**config.mk**
```make
export PLATFORM = sky130hd
export DESIGN_NAME = instruction_fetch_flat
export DESIGN_NICKNAME = d
export VERILOG_FILES = /design/src/rtl/instruction_fetch_pkg.sv /design/src/rtl/instruction_fetch_if.sv /design/src/rtl/instruction_fetch_if_id_register.sv /design/src/rtl/instruction_fetch.sv /design/src/flat_wrapper.sv
export SDC_FILE = /design/constraint.sdc
export NUM_CORES = 1
export LEC_CHECK = 0
export ABC_AREA = 0
export CAP_MARGIN = 20
export CELL_PAD_IN_SITES_DETAIL_PLACEMENT = 0
export CELL_PAD_IN_SITES_GLOBAL_PLACEMENT = 1
export CORE_MARGIN = 8
export CORE_UTILIZATION = 41
export DETAILED_ROUTE_END_ITERATION = 7
export PLACE_DENSITY = 0.83
export SLEW_MARGIN = 20
export SYNTH_ARGS = -nofsm -noshare
export SYNTH_HDL_FRONTEND = slang
export SYNTH_HIERARCHICAL = 1
export SYNTH_SLANG_ARGS = --single-unit
```
**constraint.sdc**
```tcl
create_clock -name i_clk -period 4.5 [get_ports i_clk]
set_input_delay 0.45 -clock i_clk [delete_from_list [all_inputs] [get_ports i_clk]]
set_output_delay 0.45 -clock i_clk [all_outputs]
set_load 0.05 [all_outputs]
```
**src/rtl/instruction_fetch_pkg.sv**
```systemverilog
// Shared types and constants for the instruction fetch stage.
package instruction_fetch_pkg;

    typedef enum logic [1:0] {
        S_FETCH,
        S_WAIT,
        S_HOLD,
        S_DISCARD
    } fetch_state_e;

    localparam logic [31:0] WORD_BYTES = 32'd4;
    localparam logic [31:0] NOP_INSTR  = 32'h0000_0000;

    function automatic logic [31:0] word_align(input logic [31:0] a);
        return {a[31:2], 2'b00};
    endfunction

endpackage

```
**src/rtl/instruction_fetch_if.sv**
```systemverilog
// Instruction memory request/response bus; one outstanding request at a time.
interface instruction_fetch_if #(parameter int DW = 32);
    logic          req;
    logic [DW-1:0] addr;
    logic          ack;
    logic          rvalid;
    logic [DW-1:0] rdata;

    modport master (output req, addr, input ack, rvalid, rdata);
    modport slave  (input req, addr, output ack, rvalid, rdata);
endinterface

```
**src/rtl/instruction_fetch_if_id_register.sv**
```systemverilog
// IF/ID pipeline register: clear beats load, otherwise contents hold.
module if_id_register
    import instruction_fetch_pkg::*;
#(
    parameter int DW = 32
) (
    input  logic          i_clk,
    input  logic          i_rst_n,
    input  logic          i_load,
    input  logic          i_clear,
    input  logic [DW-1:0] i_pc,
    input  logic [DW-1:0] i_instr,
    output logic [DW-1:0] o_pc,
    output logic [DW-1:0] o_instr,
    output logic          o_valid
);

    logic [DW-1:0] r_pc;
    logic [DW-1:0] r_instr;
    logic          r_valid;

    always_ff @(posedge i_clk or negedge i_rst_n) begin
        if (!i_rst_n) begin
            r_pc    <= '0;
            r_instr <= NOP_INSTR;
            r_valid <= 1'b0;
        end else if (i_clear) begin
            r_pc    <= '0;
            r_instr <= NOP_INSTR;
            r_valid <= 1'b0;
        end else if (i_load) begin
            r_pc    <= i_pc;
            r_instr <= i_instr;
            r_valid <= 1'b1;
        end
    end

    assign o_pc    = r_pc;
    assign o_instr = r_instr;
    assign o_valid = r_valid;

endmodule

```
**src/rtl/instruction_fetch.sv**
```systemverilog
// Fetch stage: issues word fetches, absorbs decode stalls and execute redirects.
module instruction_fetch
    import instruction_fetch_pkg::*;
#(
    parameter logic [31:0] RESET_PC   = 32'h0000_0000,
    parameter int          DATA_WIDTH = 32
) (
    input  logic                  i_clk,
    input  logic                  i_rst_n,
    input  logic                  i_freeze,
    input  logic                  i_branch_taken,
    input  logic [DATA_WIDTH-1:0] i_branch_addr,
    instruction_fetch_if.master   imem,
    output logic [DATA_WIDTH-1:0] o_pc_out,
    output logic [DATA_WIDTH-1:0] o_instruction,
    output logic                  o_valid
);

    fetch_state_e          r_state;
    fetch_state_e          w_next;
    logic [DATA_WIDTH-1:0] r_pc;
    logic [DATA_WIDTH-1:0] r_hold;
    logic                  r_run;

    logic                  w_req;
    logic                  w_ack;
    logic                  w_load;
    logic                  w_clear;
    logic                  w_capture;
    logic [DATA_WIDTH-1:0] w_load_data;
    logic [DATA_WIDTH-1:0] w_pc_inc;

    assign w_pc_inc = r_pc + WORD_BYTES;
    assign w_ack    = imem.ack & w_req;

    // r_run keeps the request low until the first edge after reset release.
    always_ff @(posedge i_clk or negedge i_rst_n) begin
        if (!i_rst_n) begin
            r_state <= S_FETCH;
            r_run   <= 1'b0;
        end else begin
            r_state <= w_next;
            r_run   <= 1'b1;
        end
    end

    always_comb begin
        w_next = r_state;
        case (r_state)
            S_FETCH:   if (w_ack) w_next = i_branch_taken ? S_DISCARD : S_WAIT;
            S_WAIT: begin
                if (imem.rvalid)
                    w_next = (i_freeze && !i_branch_taken) ? S_HOLD : S_FETCH;
                else if (i_branch_taken)
                    w_next = S_DISCARD;
            end
            S_HOLD:    if (i_branch_taken || !i_freeze) w_next = S_FETCH;
            S_DISCARD: if (imem.rvalid) w_next = S_FETCH;
            default:   w_next = S_FETCH;
        endcase
    end

    always_comb begin
        w_req       = 1'b0;
        w_load      = 1'b0;
        w_capture   = 1'b0;
        w_load_data = r_hold;
        case (r_state)
            S_FETCH: w_req = r_run;
            S_WAIT: begin
                w_load_data = imem.rdata;
                w_load      = imem.rvalid & ~i_freeze & ~i_branch_taken;
                w_capture   = imem.rvalid &  i_freeze & ~i_branch_taken;
            end
            S_HOLD:  w_load = ~i_freeze & ~i_branch_taken;
            default: ;
        endcase
    end

    // An unstalled cycle with nothing to load inserts a bubble.
    assign w_clear = i_branch_taken | (~i_freeze & ~w_load);

    always_ff @(posedge i_clk or negedge i_rst_n) begin
        if (!i_rst_n) begin
            r_pc   <= word_align(RESET_PC);
            r_hold <= NOP_INSTR;
        end else begin
            if (i_branch_taken)
                r_pc <= word_align(i_branch_addr);
            else if (w_load)
                r_pc <= w_pc_inc;
            if (w_capture)
                r_hold <= imem.rdata;
        end
    end

    assign imem.req  = w_req;
    assign imem.addr = r_pc;

    if_id_register #(.DW(DATA_WIDTH)) u_if_id (
        .i_clk   (i_clk),
        .i_rst_n (i_rst_n),
        .i_load  (w_load),
        .i_clear (w_clear),
        .i_pc    (w_pc_inc),
        .i_instr (w_load_data),
        .o_pc    (o_pc_out),
        .o_instr (o_instruction),
        .o_valid (o_valid)
    );

endmodule

```
**src/flat_wrapper.sv**
```systemverilog
// flat-port wrapper written by rule: the top's interface ports become plain ports
module instruction_fetch_flat import instruction_fetch_pkg::*;
#(
    parameter logic [31:0] RESET_PC   = 32'h0000_0000,
    parameter int          DATA_WIDTH = 32
)
  (i_clk, i_rst_n, i_freeze, i_branch_taken, i_branch_addr, o_pc_out, o_instruction, o_valid, imem_req, imem_addr, imem_ack, imem_rvalid, imem_rdata);
  instruction_fetch_if #(.DW(32)) imem_i ();
  input  logic i_clk;
  input  logic i_rst_n;
  input  logic i_freeze;
  input  logic i_branch_taken;
  input  logic [DATA_WIDTH-1:0] i_branch_addr;
  output logic [DATA_WIDTH-1:0] o_pc_out;
  output logic [DATA_WIDTH-1:0] o_instruction;
  output logic o_valid;
  output wire logic [$bits(imem_i.req)-1:0] imem_req;
  output wire logic [$bits(imem_i.addr)-1:0] imem_addr;
  input wire logic [$bits(imem_i.ack)-1:0] imem_ack;
  input wire logic [$bits(imem_i.rvalid)-1:0] imem_rvalid;
  input wire logic [$bits(imem_i.rdata)-1:0] imem_rdata;
  assign imem_req = imem_i.req;
  assign imem_addr = imem_i.addr;
  assign imem_i.ack = imem_ack;
  assign imem_i.rvalid = imem_rvalid;
  assign imem_i.rdata = imem_rdata;
  instruction_fetch #(.RESET_PC(RESET_PC), .DATA_WIDTH(DATA_WIDTH)) u_core (.i_clk(i_clk), .i_rst_n(i_rst_n), .i_freeze(i_freeze), .i_branch_taken(i_branch_taken), .i_branch_addr(i_branch_addr), .imem(imem_i), .o_pc_out(o_pc_out), .o_instruction(o_instruction), .o_valid(o_valid));
endmodule
```
-- After elaboration in Yosys (flattened, before gate mapping)
Cells that the tools add are included.
- flip-flop bits (word level): 132
- logic and storage cells: 53
- add/sub/neg operators: 1
- equality and inequality tests: 7
- muxes and demuxes: 19
- bitwise gates (word level): 11
- reduce and logical (&&, ||, !) cells: 8
- operator list (cell ; count):
    2-to-1 mux 32 bit ; 6
    adder 32 x 3 -> 32 bit (second input constant) ; 1
    2-to-1 mux 2 bit ; 7
    one-hot mux 2 bit (4 select lines) ; 1
    AND 1 bit ; 7
    == test 2 bit (second input constant) ; 2
    2-to-1 mux 1 bit ; 4
    inequality test 2 x 1 -> 1 bit (second input constant) ; 2
    AND reduction 4 bit ; 1
    nonzero test 2 bit ; 2
    inequality test 3 bit (second input constant) ; 1
    NOT 1 bit ; 3
    == test 2 x 1 -> 1 bit (second input constant) ; 1
    logical NOT 1 bit ; 2
    logical NOT 2 bit ; 1
    inequality test 2 bit (second input constant) ; 1
    one-hot mux 1 bit (2 select lines) ; 1
    logical AND 1 bit ; 1
    logical OR 1 bit ; 1
    bitwise OR 1 bit ; 1

-- Logic depth before layout (Yosys ltp)
- word-level depth: 8
- depth in mapped cells: 10
- depth with buffers taken out: 7

-- Modules after synthesis
Netlist, hierarchy kept.
- modules (own cells, without submodules) (module ; instances ; cells each ; area an instance (sq um)):
    instruction_fetch ; 1 ; 437 ; 4186.5
    if_id_register ; 1 ; 209 ; 2637.5

-- Least setup slack after synthesis
Ideal clock, no wire load.
- path type: reg2reg
- start: register u_core.r_pc[2], in the netlist u_core/imem.addr[2]
- end: register u_core.r_pc[18], in the netlist u_core/imem.addr[18]
- arrival: 2432 ps
- required time: 4418 ps
- setup slack: 1986 ps
- cell stages (with the launch flop): 7
- path through: dfrtp_1 ha_1 nand3_1 or4_1 buf_2 or4_1 a31oi_1
- longest elaborated chain between the ends: 3
- ends and longest elaborated chain (item ; RTL line ; source):
    from (decl) ; instruction_fetch.sv:21 ; logic [DATA_WIDTH-1:0] r_pc;
    from (signal assigned) ; instruction_fetch.sv:85 ; r_pc <= word_align(RESET_PC);
    from (signal assigned) ; instruction_fetch.sv:89 ; r_pc <= word_align(i_branch_addr);
    from (signal assigned) ; instruction_fetch.sv:91 ; r_pc <= w_pc_inc;
    adder 32 x 3 -> 32 bit ; instruction_fetch.sv:33 ; assign w_pc_inc = r_pc + WORD_BYTES;
    2-to-1 mux 32 bit ; instruction_fetch.sv:90 ; else if (w_load)
    2-to-1 mux 32 bit ; instruction_fetch.sv:88 ; if (i_branch_taken)
Every way passes these cells. The select of a mux whose other input is x is not followed.
A chain may end at the register's enable or synchronous reset.

-- Worst setup path in the final report
- start: register u_core.r_state[0]
- end: register u_core.u_if_id.r_instr[13], in the netlist u_core/u_if_id/o_instr[13]
- longest elaborated chain between the ends: 6
- ends and longest elaborated chain (item ; RTL line ; source):
    from (decl) ; instruction_fetch.sv:19 ; fetch_state_e r_state;
    from (signal assigned) ; instruction_fetch.sv:42 ; r_state <= w_next;
    == test 2 bit / == test 2 x 1 -> 1 bit (equally long branches) ; instruction_fetch.sv:68 ; case (r_state)
    one-hot mux 1 bit (2 select lines) * ; instruction_fetch.sv:68 ;
    NOT 1 bit * ; instruction_fetch.sv:81 ; assign w_clear = i_branch_taken | (~i_freeze & ~w_load);
    AND 1 bit * ; instruction_fetch.sv:81 ;
    bitwise OR 1 bit * ; instruction_fetch.sv:81 ;
    named net u_core.w_clear ; instruction_fetch.sv:28 ; logic w_clear;
    2-to-1 mux 32 bit / nonzero test 2 bit (equally long branches) ; n/a ;
    to (signal assigned) ; instruction_fetch_if_id_register.sv:33 ; r_instr <= i_instr;
    to (decl) ; instruction_fetch_if_id_register.sv:19 ; logic [DW-1:0] r_instr;
Mark *: on every way through the listed nets, which the timed path passes. The rest lies on a longest branch. The select of a mux whose other input is x is not followed.

==> insert_results.sql <==
INSERT INTO impl_metrics (metric_group, metric, value, unit) VALUES
('worst_setup_path', 'timing.critical_path.buf_inv', '2', ''),
('worst_setup_path', 'critical_path_peak_fanout', '41', ''),
('timing', 'finClkSkew', '6.15', 'ps'),
('placed_design', 'count_of_input_and_output_buffers', '163', ''),
('route', 'drt_pass1_iterations', '4', ''),
('timing', 'finalMaxSlewViolations', '0', ''),
('floorplan', 'design.die.area', '0.0210', 'sq mm'),
('final_layout', 'fin_util', '55.4', '%'),
('placed_design', 'gp_congestion', '0.796', ''),
('final_layout', 'n_antenna_cell', '0', ''),
('pwr', 'p_per_area', '456', 'mW/mm^2'),
('global_route', 'grt_first_pass_wirelength', '31.4', 'mm'),
('synthesis', 'synthesis.area', '0.00682', 'sq mm'),
('timing', 'fmaxAchievable', '0.332', 'GHz'),
('global_route', 'grt_overflow_total', '0', ''),
('timing', 'tns', '0', 'ps'),
('timing', 'finalHoldViolations', '0', ''),
('floorplan', 'initial_core_util', '41.6', '%'),
('pwr', 'finalPower', '0.00415', 'W'),
('timing', 'finalWorstPathRequiredPeriod', '3010', 'ps'),
('cts', 'path_clk_slew', '50', 'ps'),
('final_layout', 'layout-drive-gt1-share', '13.7', '%'),
('floorplan', 'die_h', '145', 'um'),
('worst_setup_path', 'start_kind', 'flop', ''),
('worst_setup_path', 'worst_path_max_delay_cell', 'o21ai_4', ''),
('cts', 'tritoncts', 'built', ''),
('timing', 'worst_slew_pin_slew', '1060', 'ps'),
('timing', 'grt_setup_unrepaired', 'no', ''),
('cts', 'buffers_inserted_by_post_cts_timing_repair', '0', ''),
('cts', 'cts_root_buffer', 'clkbuf_16', ''),
('timing', 'timing.max_slew.rel_slack', '29.1', '%'),
('final_layout', 'final_nets', '863', ''),
('worst_setup_path', 'cpPeakStageDelay', '740', 'ps'),
('global_route', 'vias_in_the_first_global_route', '5821', ''),
('route', 'detailroute.via_count', '5482', ''),
('cts', 'clock_sinks', '130', ''),
('floorplan', 'core_area', '0.0164', 'sq mm'),
('synthesis', 'netlist.top_cell.by_area', 'dfrtp_1', ''),
('final_layout', 'syn2layout_area_growth', '33.2', '%'),
('cts', 'clock_tree.htree_level_count', '4', ''),
('hold_path', 'worst_hold_path_type', 'primary input to async pin', ''),
('outcome', 'outcome', 'finished clean', ''),
('floorplan', 'std_cell_rows', '47', ''),
('route', 'detail-route-antenna-nets', '0', ''),
('timing', 'layout_worst_path_cycle_share', '66.9', '%'),
('synthesis', 'synth_cell_types', '47', ''),
('worst_setup_path', 'worstPathCellList', 'inv_1 > ha_1 > nor2_1 > nor2_1 > o21ai_4 > buf_12 > nor2_1', ''),
('placed_design', 'dp.final_hpwl', '13.0', 'mm'),
('cts', 'cts_buffers', '17', ''),
('worst_setup_path', 'cp.required', '4780', 'ps'),
('global_route', 'grt_max_degree', '131', ''),
('route', 'post_drt_wl_per_cell', '18.9', 'um'),
('global_route', 'grt_usage', '18.3', '%'),
('synthesis', 'share_of_flip_flops_with_an_asynchronous_set_or_reset', '100', '%'),
('cts', 'worstSkewPairLatency', '400', 'ps'),
('cts', 'cts-resized-gates', '0', ''),
('pwr', 'irDropWorstVdd', '0.251', 'mV'),
('route', 'routed_wl', '19.3', 'mm'),
('worst_setup_path', 'timing.setup.critical_path_class', 'flop to flop', ''),
('synthesis', 'postSynth.topFlopCell', 'dfrtp_1', ''),
('floorplan', 'die_w', '145', 'um'),
('worst_setup_path', 'cp_data_arrival_time', '3290', 'ps'),
('worst_setup_path', 'worstSetupEndpointType', 'flop', ''),
('route', 'detail_route.iter0.violations', '412', ''),
('synthesis', 'yosys.area.top_type_share', '47.7', '%'),
('cts', 'cts_buffer_depth', '2', ''),
('job', 'cap_violations', '0', ''),
('synthesis', 'postSynthCellCount', '646', ''),
('floorplan', 'io_pins', '168', ''),
('cts', 'cts_hold_repair.buffers', '0', ''),
('synthesis', 'synth-edff-count', '0', ''),
('global_route', 'antenna_violations_before_repair', '0', ''),
('timing', 'setup-violations-final', '0', ''),
('worst_setup_path', 'path_delay_family', 'simple AND/OR/NAND/NOR gates', ''),
('synthesis', 'area_contributors_post_synth', 'dfrtp_1 48%, mux2_2 11%, mux2i_1 9.5%', ''),
('synthesis', 'syn_avg_cell_area', '10.6', 'sq um'),
('synthesis', 'synth-seq-area-share', '47.7', '%'),
('route', 'average_via_count_per_standard_cell', '5.39', ''),
('synthesis', 'synth-warning-count', '6', ''),
('synthesis', 'yosys_register_bits', '130', ''),
('pwr', 'leakagePower', '3.61', 'nW'),
('worst_setup_path', 'cp_common_cell', 'nor2_1', ''),
('route', 'drt_drc_violations_left', '0', '');
==> through the flow <==
stage	instances	setup WS [ps]	hold slack [ps]	instance area, sq um
after floorplan	649	1990	154	6840
after global placement	989	1300	482	8560
after detailed placement	989	1240	492	8560
after CTS	1018	1500	202	9080
after global routing	1018	1270	201	9090
final	1018	1490	156	9090
==> power by group <==
part / internal (W) / switching, W
clock network: 0.000748 / 0.000476
registers: 0.00138 / 0.000165
logic: 0.000649 / 0.000732
==> layout make-up <==
| class | count | area [sq um] |
|---|---|---|
| clock inverters | 6 | 32.5 |
| flip-flops and latches | 130 | 3250 |
| fillers | 1388 | 7320 |
| inverters | 8 | 30.0 |
| well taps | 220 | 275 |
| repair buffers | 172 | 1730 |
| clock buffers | 23 | 488 |
| multi-input cells | 459 | 3280 |
==> state kept, by name, summed over array words and instances (netlist names) <==
register	flops
u_core/r_hold	32
u_core/u_if_id/o_instr	32
u_core/u_if_id/o_pc	32
u_core/imem.addr	30
u_core/r_state	2
u_core/r_run	1
u_core/u_if_id/o_valid	1
==> placed cells by master, fill, tap and decap left out, drive strengths merged, types with 17 or more instances in the layout <==
cell type	instances
clkdlybuf4s50	161
dfrtp	130
nor2	98
mux2	65
mux2i	65
nand2	37
xnor2	23
clkbuf	23
nand3	22
nand4	18
o21ai	17
==> routing by layer <==
metal  up-vias  wire [um]  track usage [%]
li1       2564          -                -
met1      2695       8660             22.9
met2       207       9120             29.3
met3        16       1300             6.13
met4         0        188             5.21
met5         -          0                0
==> synthesized netlist by cell type, types with 2 or more instances <==
master     instances
xor2_1            12
o211ai_1           4
buf_1              5
nand3_1           22
buf_8              5
mux2i_1           65
a22oi_1            2
a2bb2oi_1          4
nand3b_1           3
or3_1              4
o31ai_1            7
dfrtp_1          130
o211a_1            2
nor2_1            98
xnor2_1           23
or4_1             15
o21ai_0           17
buf_2              8
nor4_1            10
nor2b_1            5
and4_1             2
mux2_2            65
a21oi_1            4
clkbuf_1          27
conb_1             2
buf_4              5
nand4_1           16
a211o_1            2
ha_1               5
buf_6              2
a31oi_1            9
nand2_1           37
inv_1              8
nor3_1             8
==> logic make-up (layout without fill, tap and decap cells) <==
logic type,after synthesis,count (layout),synth area share (%)
and+or+nand+nor,227,227,16.1
adders and majority gates,5,5,0.917
other,2,5,0.110
xor gates and xnor gates,35,35,4.49
buffers and inverters,60,209,4.77
DFF,130,130,47.7
AOI/OAI and AO/OA,57,57,5.65
muxes,130,130,20.3
==> path summary, 6_finish.rpt <==
check                      slack [ps]                     startpoint  cells after the start                                     end
max                              1490  u_core/r_state[0]$_DFFE_PN0P_                      7  u_core/u_if_id/o_instr[13]$_DFFE_PN0P_
min                               160                        i_rst_n                      2           u_core/r_hold[23]$_DFFE_PN0P_
max reg2reg                      1490  u_core/r_state[0]$_DFFE_PN0P_                      7  u_core/u_if_id/o_instr[13]$_DFFE_PN0P_
min reg2reg                       500  u_core/r_hold[21]$_DFFE_PN0P_                      1           u_core/r_hold[21]$_DFFE_PN0P_
max in group asynchronous        3820                        i_rst_n                      2        u_core/imem.addr[23]$_DFFE_PN0P_
min in group i_clk                500  u_core/r_hold[21]$_DFFE_PN0P_                      1           u_core/r_hold[21]$_DFFE_PN0P_
Note: power is estimated with default switching activity, not from simulation.
